### src/rtl/multicycle_controller_pkg.sv
// Shared constants for the multi-cycle RISC-V control path: opcodes,
// ALU_Op encodings and the FSM state encoding used by the controller.
package riscv_ctrl_pkg;

   typedef logic [6:0] opcode_t;

   localparam opcode_t OP_R      = 7'b0110011;
   localparam opcode_t OP_I      = 7'b0010011;
   localparam opcode_t OP_LOAD   = 7'b0000011;
   localparam opcode_t OP_STORE  = 7'b0100011;
   localparam opcode_t OP_SYSTEM = 7'b1110011;

   localparam logic [1:0] ALUOP_I    = 2'b00;
   localparam logic [1:0] ALUOP_ADDR = 2'b01;
   localparam logic [1:0] ALUOP_R    = 2'b10;

   localparam logic [2:0] ST_IDLE   = 3'd0;
   localparam logic [2:0] ST_FETCH  = 3'd1;
   localparam logic [2:0] ST_DECODE = 3'd2;
   localparam logic [2:0] ST_EXEC   = 3'd3;
   localparam logic [2:0] ST_MEM    = 3'd4;
   localparam logic [2:0] ST_WB     = 3'd5;
   localparam logic [2:0] ST_HALT   = 3'd6;

   // True for the opcodes the datapath can execute (go on to EXEC)
   function automatic logic isExecOp(input opcode_t op);
      return (op == OP_R) || (op == OP_I) || (op == OP_LOAD) || (op == OP_STORE);
   endfunction

endpackage

### src/rtl/multicycle_controller_if.sv
// Handshake/control bundle between the multi-cycle controller and the
// rest of the core. The master side feeds memory status and the
// instruction word; the slave side (the controller) drives the strobes.
interface multicycle_controller_if;
   logic        start;
   logic [31:0] instr;
   logic        imem_ready;
   logic        dmem_ready;
   logic        imem_req;
   logic        dmem_req;
   logic        dmem_we;
   logic        ir_we;
   logic        pc_we;
   logic        reg_we;
   logic        alu_src_imm;
   logic        mem_to_reg;
   logic [1:0]  alu_op;
   logic [2:0]  funct3;
   logic [6:0]  funct7;
   logic        busy;
   logic        illegal;
   logic        timeout;
   logic [2:0]  state_dbg;

   modport master (
      output start, instr, imem_ready, dmem_ready,
      input  imem_req, dmem_req, dmem_we, ir_we, pc_we, reg_we, alu_src_imm,
             mem_to_reg, alu_op, funct3, funct7, busy, illegal, timeout, state_dbg
   );

   modport slave (
      input  start, instr, imem_ready, dmem_ready,
      output imem_req, dmem_req, dmem_we, ir_we, pc_we, reg_we, alu_src_imm,
             mem_to_reg, alu_op, funct3, funct7, busy, illegal, timeout, state_dbg
   );
endinterface

### src/rtl/multicycle_controller_mem_wait_timer.sv
// Counts consecutive cycles spent waiting on a memory ready and flags the
// cycle on which the WAIT_LIMIT-th wait cycle would pass without ready.
module mem_wait_timer #(
   parameter int WAIT_LIMIT = 15
) (
   input  logic clk,
   input  logic rst_n,
   input  logic clear,
   input  logic count_en,
   output logic expired
);

   localparam int CW = $clog2(WAIT_LIMIT + 1);
   localparam logic [CW-1:0] LAST = CW'(WAIT_LIMIT - 1);

   logic [CW-1:0] r_count;

   // Wait counter: holds the number of earlier not-ready cycles in this wait
   always_ff @(posedge clk or negedge rst_n) begin
      if (!rst_n) begin
         r_count <= '0;
      end else if (clear) begin
         r_count <= '0;
      end else if (count_en && (r_count != LAST)) begin
         r_count <= r_count + CW'(1);
      end
   end

   assign expired = count_en && (r_count == LAST);

endmodule

### src/rtl/multicycle_controller.sv
// Multi-cycle main control FSM: sequences fetch, decode, execute, memory
// and writeback, drives datapath strobes and the ALU_Op/funct fields.
module multicycle_controller
   import riscv_ctrl_pkg::*;
#(
   parameter int WAIT_LIMIT = 15
) (
   input logic                   clk,
   input logic                   rst_n,
   multicycle_controller_if.slave bus
);

   logic [2:0] r_state;
   logic [2:0] w_nextState;
   opcode_t    r_opcode;
   logic [2:0] r_funct3;
   logic [6:0] r_funct7;
   logic       r_illegal;
   logic       r_timeout;

   logic       w_setIllegal;
   logic       w_setTimeout;
   logic       w_waitCount;
   logic       w_expired;
   logic       w_isLoad;
   logic       w_isStore;

   logic       w_imemReq;
   logic       w_dmemReq;
   logic       w_dmemWe;
   logic       w_irWe;
   logic       w_pcWe;
   logic       w_regWe;
   logic       w_memToReg;
   logic       w_busy;
   logic [1:0] w_aluOp;
   logic       w_aluSrcImm;

   assign w_isLoad  = (r_opcode == OP_LOAD);
   assign w_isStore = (r_opcode == OP_STORE);

   // Any cycle in FETCH/MEM without ready counts; every other cycle clears,
   // so each new wait state starts counting from zero.
   assign w_waitCount = ((r_state == ST_FETCH) && !bus.imem_ready) ||
                        ((r_state == ST_MEM)   && !bus.dmem_ready);

   mem_wait_timer #(
      .WAIT_LIMIT(WAIT_LIMIT)
   ) u_waitTimer (
      .clk      (clk),
      .rst_n    (rst_n),
      .clear    (!w_waitCount),
      .count_en (w_waitCount),
      .expired  (w_expired)
   );

   // Next-state selection plus the sticky-flag set requests
   always_comb begin
      w_nextState  = r_state;
      w_setIllegal = 1'b0;
      w_setTimeout = 1'b0;
      case (r_state)
         ST_IDLE: begin
            if (bus.start) w_nextState = ST_FETCH;
         end
         ST_FETCH: begin
            if (bus.imem_ready) begin
               w_nextState = ST_DECODE;
            end else if (w_expired) begin
               w_nextState  = ST_HALT;
               w_setTimeout = 1'b1;
            end
         end
         ST_DECODE: begin
            if (isExecOp(r_opcode)) begin
               w_nextState = ST_EXEC;
            end else if (r_opcode == OP_SYSTEM) begin
               w_nextState = ST_HALT;
            end else begin
               w_nextState  = ST_FETCH;
               w_setIllegal = 1'b1;
            end
         end
         ST_EXEC: begin
            w_nextState = (w_isLoad || w_isStore) ? ST_MEM : ST_WB;
         end
         ST_MEM: begin
            if (bus.dmem_ready) begin
               w_nextState = w_isStore ? ST_FETCH : ST_WB;
            end else if (w_expired) begin
               w_nextState  = ST_HALT;
               w_setTimeout = 1'b1;
            end
         end
         ST_WB:   w_nextState = ST_FETCH;
         ST_HALT: w_nextState = ST_HALT;
         default: w_nextState = ST_IDLE;
      endcase
   end

   // State register; a reset anywhere aborts the current instruction
   always_ff @(posedge clk or negedge rst_n) begin
      if (!rst_n) r_state <= ST_IDLE;
      else        r_state <= w_nextState;
   end

   // Instruction fields captured on the IR load strobe, held until the next one
   always_ff @(posedge clk or negedge rst_n) begin
      if (!rst_n) begin
         r_opcode <= '0;
         r_funct3 <= '0;
         r_funct7 <= '0;
      end else if (w_irWe) begin
         r_opcode <= bus.instr[6:0];
         r_funct3 <= bus.instr[14:12];
         r_funct7 <= bus.instr[31:25];
      end
   end

   // Sticky error flags, only cleared by reset
   always_ff @(posedge clk or negedge rst_n) begin
      if (!rst_n) begin
         r_illegal <= 1'b0;
         r_timeout <= 1'b0;
      end else begin
         if (w_setIllegal) r_illegal <= 1'b1;
         if (w_setTimeout) r_timeout <= 1'b1;
      end
   end

   // Per-state datapath strobes; pc_we fires once on the instruction's last cycle
   always_comb begin
      w_imemReq  = 1'b0;
      w_dmemReq  = 1'b0;
      w_dmemWe   = 1'b0;
      w_irWe     = 1'b0;
      w_pcWe     = 1'b0;
      w_regWe    = 1'b0;
      w_memToReg = 1'b0;
      w_busy     = 1'b1;
      case (r_state)
         ST_IDLE: w_busy = 1'b0;
         ST_FETCH: begin
            w_imemReq = 1'b1;
            w_irWe    = bus.imem_ready;
         end
         ST_DECODE: begin
            w_pcWe = !isExecOp(r_opcode) && (r_opcode != OP_SYSTEM);
         end
         ST_EXEC: ;
         ST_MEM: begin
            w_dmemReq = 1'b1;
            w_dmemWe  = w_isStore;
            w_pcWe    = w_isStore && bus.dmem_ready;
         end
         ST_WB: begin
            w_regWe    = 1'b1;
            w_memToReg = w_isLoad;
            w_pcWe     = 1'b1;
         end
         ST_HALT: w_busy = 1'b0;
         default: ;
      endcase
   end

   // ALU control derived from the latched opcode while an instruction is in flight
   always_comb begin
      w_aluOp     = ALUOP_ADDR;
      w_aluSrcImm = 1'b0;
      if ((r_state == ST_DECODE) || (r_state == ST_EXEC) ||
          (r_state == ST_MEM) || (r_state == ST_WB)) begin
         case (r_opcode)
            OP_R: w_aluOp = ALUOP_R;
            OP_I: begin
               w_aluOp     = ALUOP_I;
               w_aluSrcImm = 1'b1;
            end
            OP_LOAD, OP_STORE: w_aluSrcImm = 1'b1;
            default: ;
         endcase
      end
   end

   assign bus.imem_req    = w_imemReq;
   assign bus.dmem_req    = w_dmemReq;
   assign bus.dmem_we     = w_dmemWe;
   assign bus.ir_we       = w_irWe;
   assign bus.pc_we       = w_pcWe;
   assign bus.reg_we      = w_regWe;
   assign bus.alu_src_imm = w_aluSrcImm;
   assign bus.mem_to_reg  = w_memToReg;
   assign bus.alu_op      = w_aluOp;
   assign bus.funct3      = r_funct3;
   assign bus.funct7      = r_funct7;
   assign bus.busy        = w_busy;
   assign bus.illegal     = r_illegal;
   assign bus.timeout     = r_timeout;
   assign bus.state_dbg   = r_state;

endmodule
### src/flat_wrapper.sv
// flat-port wrapper written by rule: the top's interface ports become plain ports
module multicycle_controller_flat import riscv_ctrl_pkg::*;
#(
   parameter int WAIT_LIMIT = 15
)
  (clk, rst_n, bus_start, bus_instr, bus_imem_ready, bus_dmem_ready, bus_imem_req, bus_dmem_req, bus_dmem_we, bus_ir_we, bus_pc_we, bus_reg_we, bus_alu_src_imm, bus_mem_to_reg, bus_alu_op, bus_funct3, bus_funct7, bus_busy, bus_illegal, bus_timeout, bus_state_dbg);
  multicycle_controller_if bus_i ();
  input logic clk;
  input logic rst_n;
  input wire logic [$bits(bus_i.start)-1:0] bus_start;
  input wire logic [$bits(bus_i.instr)-1:0] bus_instr;
  input wire logic [$bits(bus_i.imem_ready)-1:0] bus_imem_ready;
  input wire logic [$bits(bus_i.dmem_ready)-1:0] bus_dmem_ready;
  output wire logic [$bits(bus_i.imem_req)-1:0] bus_imem_req;
  output wire logic [$bits(bus_i.dmem_req)-1:0] bus_dmem_req;
  output wire logic [$bits(bus_i.dmem_we)-1:0] bus_dmem_we;
  output wire logic [$bits(bus_i.ir_we)-1:0] bus_ir_we;
  output wire logic [$bits(bus_i.pc_we)-1:0] bus_pc_we;
  output wire logic [$bits(bus_i.reg_we)-1:0] bus_reg_we;
  output wire logic [$bits(bus_i.alu_src_imm)-1:0] bus_alu_src_imm;
  output wire logic [$bits(bus_i.mem_to_reg)-1:0] bus_mem_to_reg;
  output wire logic [$bits(bus_i.alu_op)-1:0] bus_alu_op;
  output wire logic [$bits(bus_i.funct3)-1:0] bus_funct3;
  output wire logic [$bits(bus_i.funct7)-1:0] bus_funct7;
  output wire logic [$bits(bus_i.busy)-1:0] bus_busy;
  output wire logic [$bits(bus_i.illegal)-1:0] bus_illegal;
  output wire logic [$bits(bus_i.timeout)-1:0] bus_timeout;
  output wire logic [$bits(bus_i.state_dbg)-1:0] bus_state_dbg;
  assign bus_i.start = bus_start;
  assign bus_i.instr = bus_instr;
  assign bus_i.imem_ready = bus_imem_ready;
  assign bus_i.dmem_ready = bus_dmem_ready;
  assign bus_imem_req = bus_i.imem_req;
  assign bus_dmem_req = bus_i.dmem_req;
  assign bus_dmem_we = bus_i.dmem_we;
  assign bus_ir_we = bus_i.ir_we;
  assign bus_pc_we = bus_i.pc_we;
  assign bus_reg_we = bus_i.reg_we;
  assign bus_alu_src_imm = bus_i.alu_src_imm;
  assign bus_mem_to_reg = bus_i.mem_to_reg;
  assign bus_alu_op = bus_i.alu_op;
  assign bus_funct3 = bus_i.funct3;
  assign bus_funct7 = bus_i.funct7;
  assign bus_busy = bus_i.busy;
  assign bus_illegal = bus_i.illegal;
  assign bus_timeout = bus_i.timeout;
  assign bus_state_dbg = bus_i.state_dbg;
  multicycle_controller #(.WAIT_LIMIT(WAIT_LIMIT)) u_core (.clk(clk), .rst_n(rst_n), .bus(bus_i));
endmodule
### config.mk
export PLATFORM = sky130hd
export DESIGN_NAME = multicycle_controller_flat
export DESIGN_NICKNAME = d
export VERILOG_FILES = /design/src/rtl/multicycle_controller_pkg.sv /design/src/rtl/multicycle_controller_if.sv /design/src/rtl/multicycle_controller_mem_wait_timer.sv /design/src/rtl/multicycle_controller.sv /design/src/flat_wrapper.sv
export SDC_FILE = /design/constraint.sdc
export NUM_CORES = 1
export LEC_CHECK = 0
export CAP_MARGIN = 20
export CORE_AREA = 2 2 61 63
export DETAILED_ROUTE_END_ITERATION = 12
export DIE_AREA = 0 0 63 65
export PLACE_DENSITY = 0.85
export SYNTH_ARGS = -nofsm -noshare
export SYNTH_HDL_FRONTEND = slang
export SYNTH_SLANG_ARGS = --single-unit
### constraint.sdc
create_clock -name clk -period 2 [get_ports clk]
set_input_delay 0.4 -clock clk [delete_from_list [all_inputs] [get_ports clk]]
set_output_delay 0.4 -clock clk [all_outputs]
set_load 0.03 [all_outputs]
* Word level (Yosys, flattened, before mapping)
Index checks and enable logic that the tools add are counted.
** Cells by class
- Mux-type cells :: 30
- $add $sub $neg :: 1
- Reductions and logical operators :: 20
- Equality and inequality tests :: 16
** Operators with widths (count)
- $mux W3 :: 7
- $pmux W3 S7 :: 1
- $mux W1 :: 16
- $eq A7 B6 Y1 const B :: 2
- $eq A3 B3 Y1 const B :: 3
- $logic_or A1 B1 Y1 :: 8
- $mux W4 :: 2
- $eq A7 B2 Y1 const B :: 1
- $eq A7 B5 Y1 const B :: 1
- $eq A7 B7 Y1 const B :: 1
- $ne A7 B7 Y1 const B :: 1
- $eq A3 B2 Y1 const B :: 2
- $logic_and A1 B1 Y1 :: 6
- $add A4 B1 Y4 const B :: 1
- $eq A4 B4 Y1 const B :: 1
- $ne A4 B4 Y1 const B :: 1
- $pmux W2 S2 :: 1
- $eq A3 B1 Y1 const B :: 1
- $logic_not A1 Y1 :: 3
- $logic_not A3 Y1 :: 1
- $pmux W1 S3 :: 1
- $reduce_or A3 Y1 :: 1
- $mux W2 :: 1
- $ne A2 B1 Y1 const B :: 1
- other kinds (3) :: 3
** Storage, ports and cells
- Input bits :: 37
- Register bits :: 26

* Longest topological paths before layout
- Depth in word-level cells :: 7
- Depth in mapped cells :: 7
- Gate-level depth less buffers :: 6

* By module
From an unflattened synthesis, not the netlist that was laid out.
** Unflattened totals
- Cell total of the unflattened synthesis :: 122
- Area, all modules :: 1446.4 um2
** Modules (own cells, without submodules)
- multicycle_controller :: cells each 98, area an instance 1192.4 um2, instances 1
- mem_wait_timer :: cells each 24, area an instance 254.0 um2, instances 1

* Worst setup path before layout
OpenSTA, ideal clock, no wires.
- Path type :: register -> output
- Start :: reg u_core.r_state[2] (netlist: u_core.bus.state_dbg[2])
- End :: out bus_mem_to_reg
- Data arrival time :: 1907 ps
- Slack :: -307 ps
- Cell stages (with the launch flop) :: 4
- Cell sequence :: dfrtp_1 > buf_6 > or2b_1 > nor4_1
** Between the ends
- Cells in the longest elaborated chain, start to end :: 2
** Ends and longest elaborated chain
- start, declared :: line multicycle_controller.sv:13 : logic [2:0] r_state;
- start signal, assigned :: line multicycle_controller.sv:104 : else r_state <= w_nextState;
- $eq A3 B3 Y1 :: line multicycle_controller.sv:141 : case (r_state)
- $mux W1 :: line multicycle_controller.sv:141
- end, declared :: line flat_wrapper.sv:21 : output wire logic [$bits(bus_i.mem_to_reg)-1:0] bus_mem_to_reg;
Every way passes these cells.

* Worst setup path in the final report
- Start :: reg u_core.r_opcode[2]
- End :: out bus_mem_to_reg
** Between the ends
- Cells in the longest elaborated chain, start to end :: 2
** Ends and longest elaborated chain
- start, declared :: line multicycle_controller.sv:15 : opcode_t r_opcode;
- start signal, assigned :: line multicycle_controller.sv:114 : r_opcode <= bus.instr[6:0];
- $eq A7 B2 Y1 :: line multicycle_controller.sv:39 : assign w_isLoad = (r_opcode == OP_LOAD);
- $mux W1 :: line multicycle_controller.sv:141
Every way passes these cells.

==> flow_metrics.env <==
export IMPL_status="finished with violations"
export IMPL_failed_checks="setup timing"
export IMPL_viasPerCell=5.11
export IMPL_synthFlopType="dfrtp_1"
export IMPL_core_area_um2=3500
export IMPL_post_layout_nonfiller_instances=219
export IMPL_worstSetupPathType="reg -> out"
export IMPL_rsz0062_at_grt="true"
export IMPL_end_kind="primary output"
export IMPL_cts_sinks=26
export IMPL_top_level_ports=63
export IMPL_regToRegSetupSlack_ns=0.17
export IMPL_finClkSkew_ns=0.00201
export IMPL_yosys_area_top_type="dfrtp_1"
export IMPL_dp_hpwl_mm=2.42
export IMPL_dieArea_um2=4100
export IMPL_relSlewSlack_pct=70.3
export IMPL_grt_util_all_layers_pct=17.5
export IMPL_setup_viol=6
export IMPL_synth_seq_area_share_pct=48.7
export IMPL_dp_cells=210
export IMPL_drt_iter0_markers=40
export IMPL_place_gp_congestion=0.866
export IMPL_grt_max_degree=27
export IMPL_synth_top_area_share_pct=48.7
export IMPL_cp_max_fo=5
export IMPL_layout_drive_gt1_share_pct=34.5
export IMPL_clk_path_buf_depth=2
export IMPL_ant_nets=0
export IMPL_ir_drop_v=0.000966
export IMPL_h_tree_depth=1
export IMPL_hp_class="in -> async"
export IMPL_grt_overflow=0
export IMPL_synthTopCellsByArea="dfrtp_1, mux2_4, mux2_2"
export IMPL_start_kind="flip-flop"
export IMPL_cts_root_buf="clkbuf_4"
export IMPL_wl_per_cell_um=16.0
export IMPL_synth_edf_count=0
export IMPL_synthesis_nets=148
export IMPL_finalHoldViolCount=0
export IMPL_yosys_top_cells_count="dfrtp_1, mux2_2, mux2_4"
export IMPL_tightest_slew_ns=0.441
export IMPL_ys_seq_elements=26
export IMPL_vias=1118
export IMPL_rr_worst_depth=6
export IMPL_first_pass_iters=4
export IMPL_power_density_nw_per_um2=1670
export IMPL_final_util_pct=58.9
export IMPL_antenna_found_initial=0
export IMPL_clk_pin_slew_worst_paths_ns=0.14
export IMPL_grt_pass1_wl_mm=5.52
export IMPL_cp_slowest_cell="dfrtp_1"
export IMPL_grt_pass1_vias=1177
export IMPL_crit_chain="nand4bb_4 -> buf_6 -> or3_4 -> nor4_4 -> buf_4"
export IMPL_preCtsSetupSlack_ns=-0.106
export IMPL_die_w_um=63
export IMPL_crit_path_max_incr_delay_ns=0.41
export IMPL_yosysMostFrequentCell="dfrtp_1"
export IMPL_syn_area_um2=1340
export IMPL_timing_rr_start="u_core.bus.state_dbg[2]"
export IMPL_cts_buffers=3
export IMPL_n_antenna_cell=0
export IMPL_ctsHoldBuffers=0
export IMPL_synth_area_per_cell_um2=12.3
export IMPL_insertion_delay_ns=0.33
export IMPL_drc_errors=0
export IMPL_netlist_instances=109
export IMPL_drv_cap=0
export IMPL_fin_crit_sh_pct=111
export IMPL_area_growth_pct=54.1
export IMPL_fmax_ghz=0.451
export IMPL_placementRows=22
export IMPL_start_util_pct=38.2
export IMPL_fin_crit_ns=2.22
export IMPL_worst_slack_ns=-0.217
export IMPL_port_buffers=47
export IMPL_wirelength_mm=3.51
export IMPL_synth_cell_types=33
export IMPL_cts_tree="built"
export IMPL_p_leak_nw=0.869
export IMPL_slew_violations=0
export IMPL_fin_nets=211
export IMPL_r2r_end="u_core.r_opcode[1]"
export IMPL_crit_arrival_ns=1.82
export IMPL_async_flop_share_pct=100
export IMPL_required_ns=1.60
export IMPL_n_fill_cell=289
export IMPL_ys_warnings_count=0
export IMPL_die_h_um=65
## per-stage QoR
step,total power (W),cell area (µm²),setup TNS [ns],hold slack [ns]
5_1_grt,0.00360,2060,-1.31,0.432
2_1_floorplan,0.00217,1350,0,0.104
4_1_cts,0.00337,2030,-0.897,0.414
6_report,0.00344,2060,-0.863,0.413
3_3_place_gp,0.00282,1910,-0.0778,0.468
3_5_place_dp,0.00289,1910,-0.106,0.474
## worst max path at each step
stage,from,to,slack (ns),cells past startpoint
floorplan,u_core.bus.state_dbg[2],bus_dmem_we,0.0001,4
global placement,u_core.r_opcode[2],bus_alu_op[0],-0.08,5
detailed placement,u_core.r_opcode[2],bus_alu_op[0],-0.11,5
CTS,u_core.r_opcode[2],bus_mem_to_reg,-0.23,5
global route,u_core.r_opcode[2],bus_mem_to_reg,-0.29,5
finish,u_core.r_opcode[2],bus_mem_to_reg,-0.22,5
## cells in the final DEF (no fill, tap or decap), types with 2 or more instances in the layout
cell type / Yosys / layout
dlygate4sd2_1: 0 / 2
nor3_1: 3 / 2
buf_6: 2 / 6
a21oi_1: 3 / 2
nand3_1: 3 / 3
a311oi_1: 3 / 3
buf_4: 1 / 18
ha_1: 2 / 2
o21bai_1: 3 / 3
clkdlybuf4s50_1: 0 / 36
nor3b_1: 2 / 2
mux2_4: 8 / 8
clkbuf_4: 0 / 3
dfrtp_1: 26 / 26
nor2_1: 6 / 5
o21ai_0: 4 / 3
mux2_2: 9 / 9
xnor2_1: 3 / 3
a31oi_1: 3 / 3
inv_1: 4 / 4
nand2_1: 5 / 5
## worst max-delay path, delay by kind of cell, from the launching register on
kind | cells | cell delay [ns]
flops | 1 | 0.41
simple gates | 3 | 0.73
buf+inv | 2 | 0.35
## logic make-up after synthesis
logic type / synth area share, %
muxes: 16.6
adders and majority gates: 1.87
DFF: 48.7
buffers and inverters: 5.62
AOI/OAI and AO/OA: 11.4
xor gates and xnor gates: 1.97
and+or+nand+nor: 13.9
## power by group
| group | switching, W | internal (W) | total, W |
|---|---|---|---|
| registers | 0.000230 | 0.000759 | 0.000988 |
| clock network | 0.000162 | 0.000203 | 0.000365 |
| logic | 0.00108 | 0.00101 | 0.00208 |
| total | 0.00147 | 0.00197 | 0.00344 |
## area by class of cell
class	count	area, µm²	share of cell area (%)
repair buffers	64	606	29.4
clock inverters	1	30.0	1.46
multi-input cells	73	676	32.8
inverters	4	15.0	0.729
clock buffers	3	22.5	1.09
flip-flops and latches	26	651	31.6
well taps	48	60.1	2.92
## metal layers
layer / GRT usage [%] / wire (µm) / vias up
met4: 6.67 / 74 / 0
met5: 0 / 0 / -
li1: - / - / 521
met2: 32.4 / 1830 / 48
met1: 20.1 / 1390 / 543
met3: 2.95 / 209 / 6
## sequential cells by signal, indices dropped and copies added, names as in the netlist
signal	flops
u_core.bus.state_dbg	3
u_core.u_waitTimer.r_count	4
u_core.bus.funct3	3
u_core.r_opcode	7
u_core.bus.timeout	1
u_core.bus.funct7	7
u_core.bus.illegal	1
## what timing repair did
item                       in CTS  in global routing
setup endpoints to repair      10                  6
resized for setup              18                  4
pin swaps                       2                  0
buffers inserted                3                  2
Note: power is estimated with default switching activity, not from simulation.
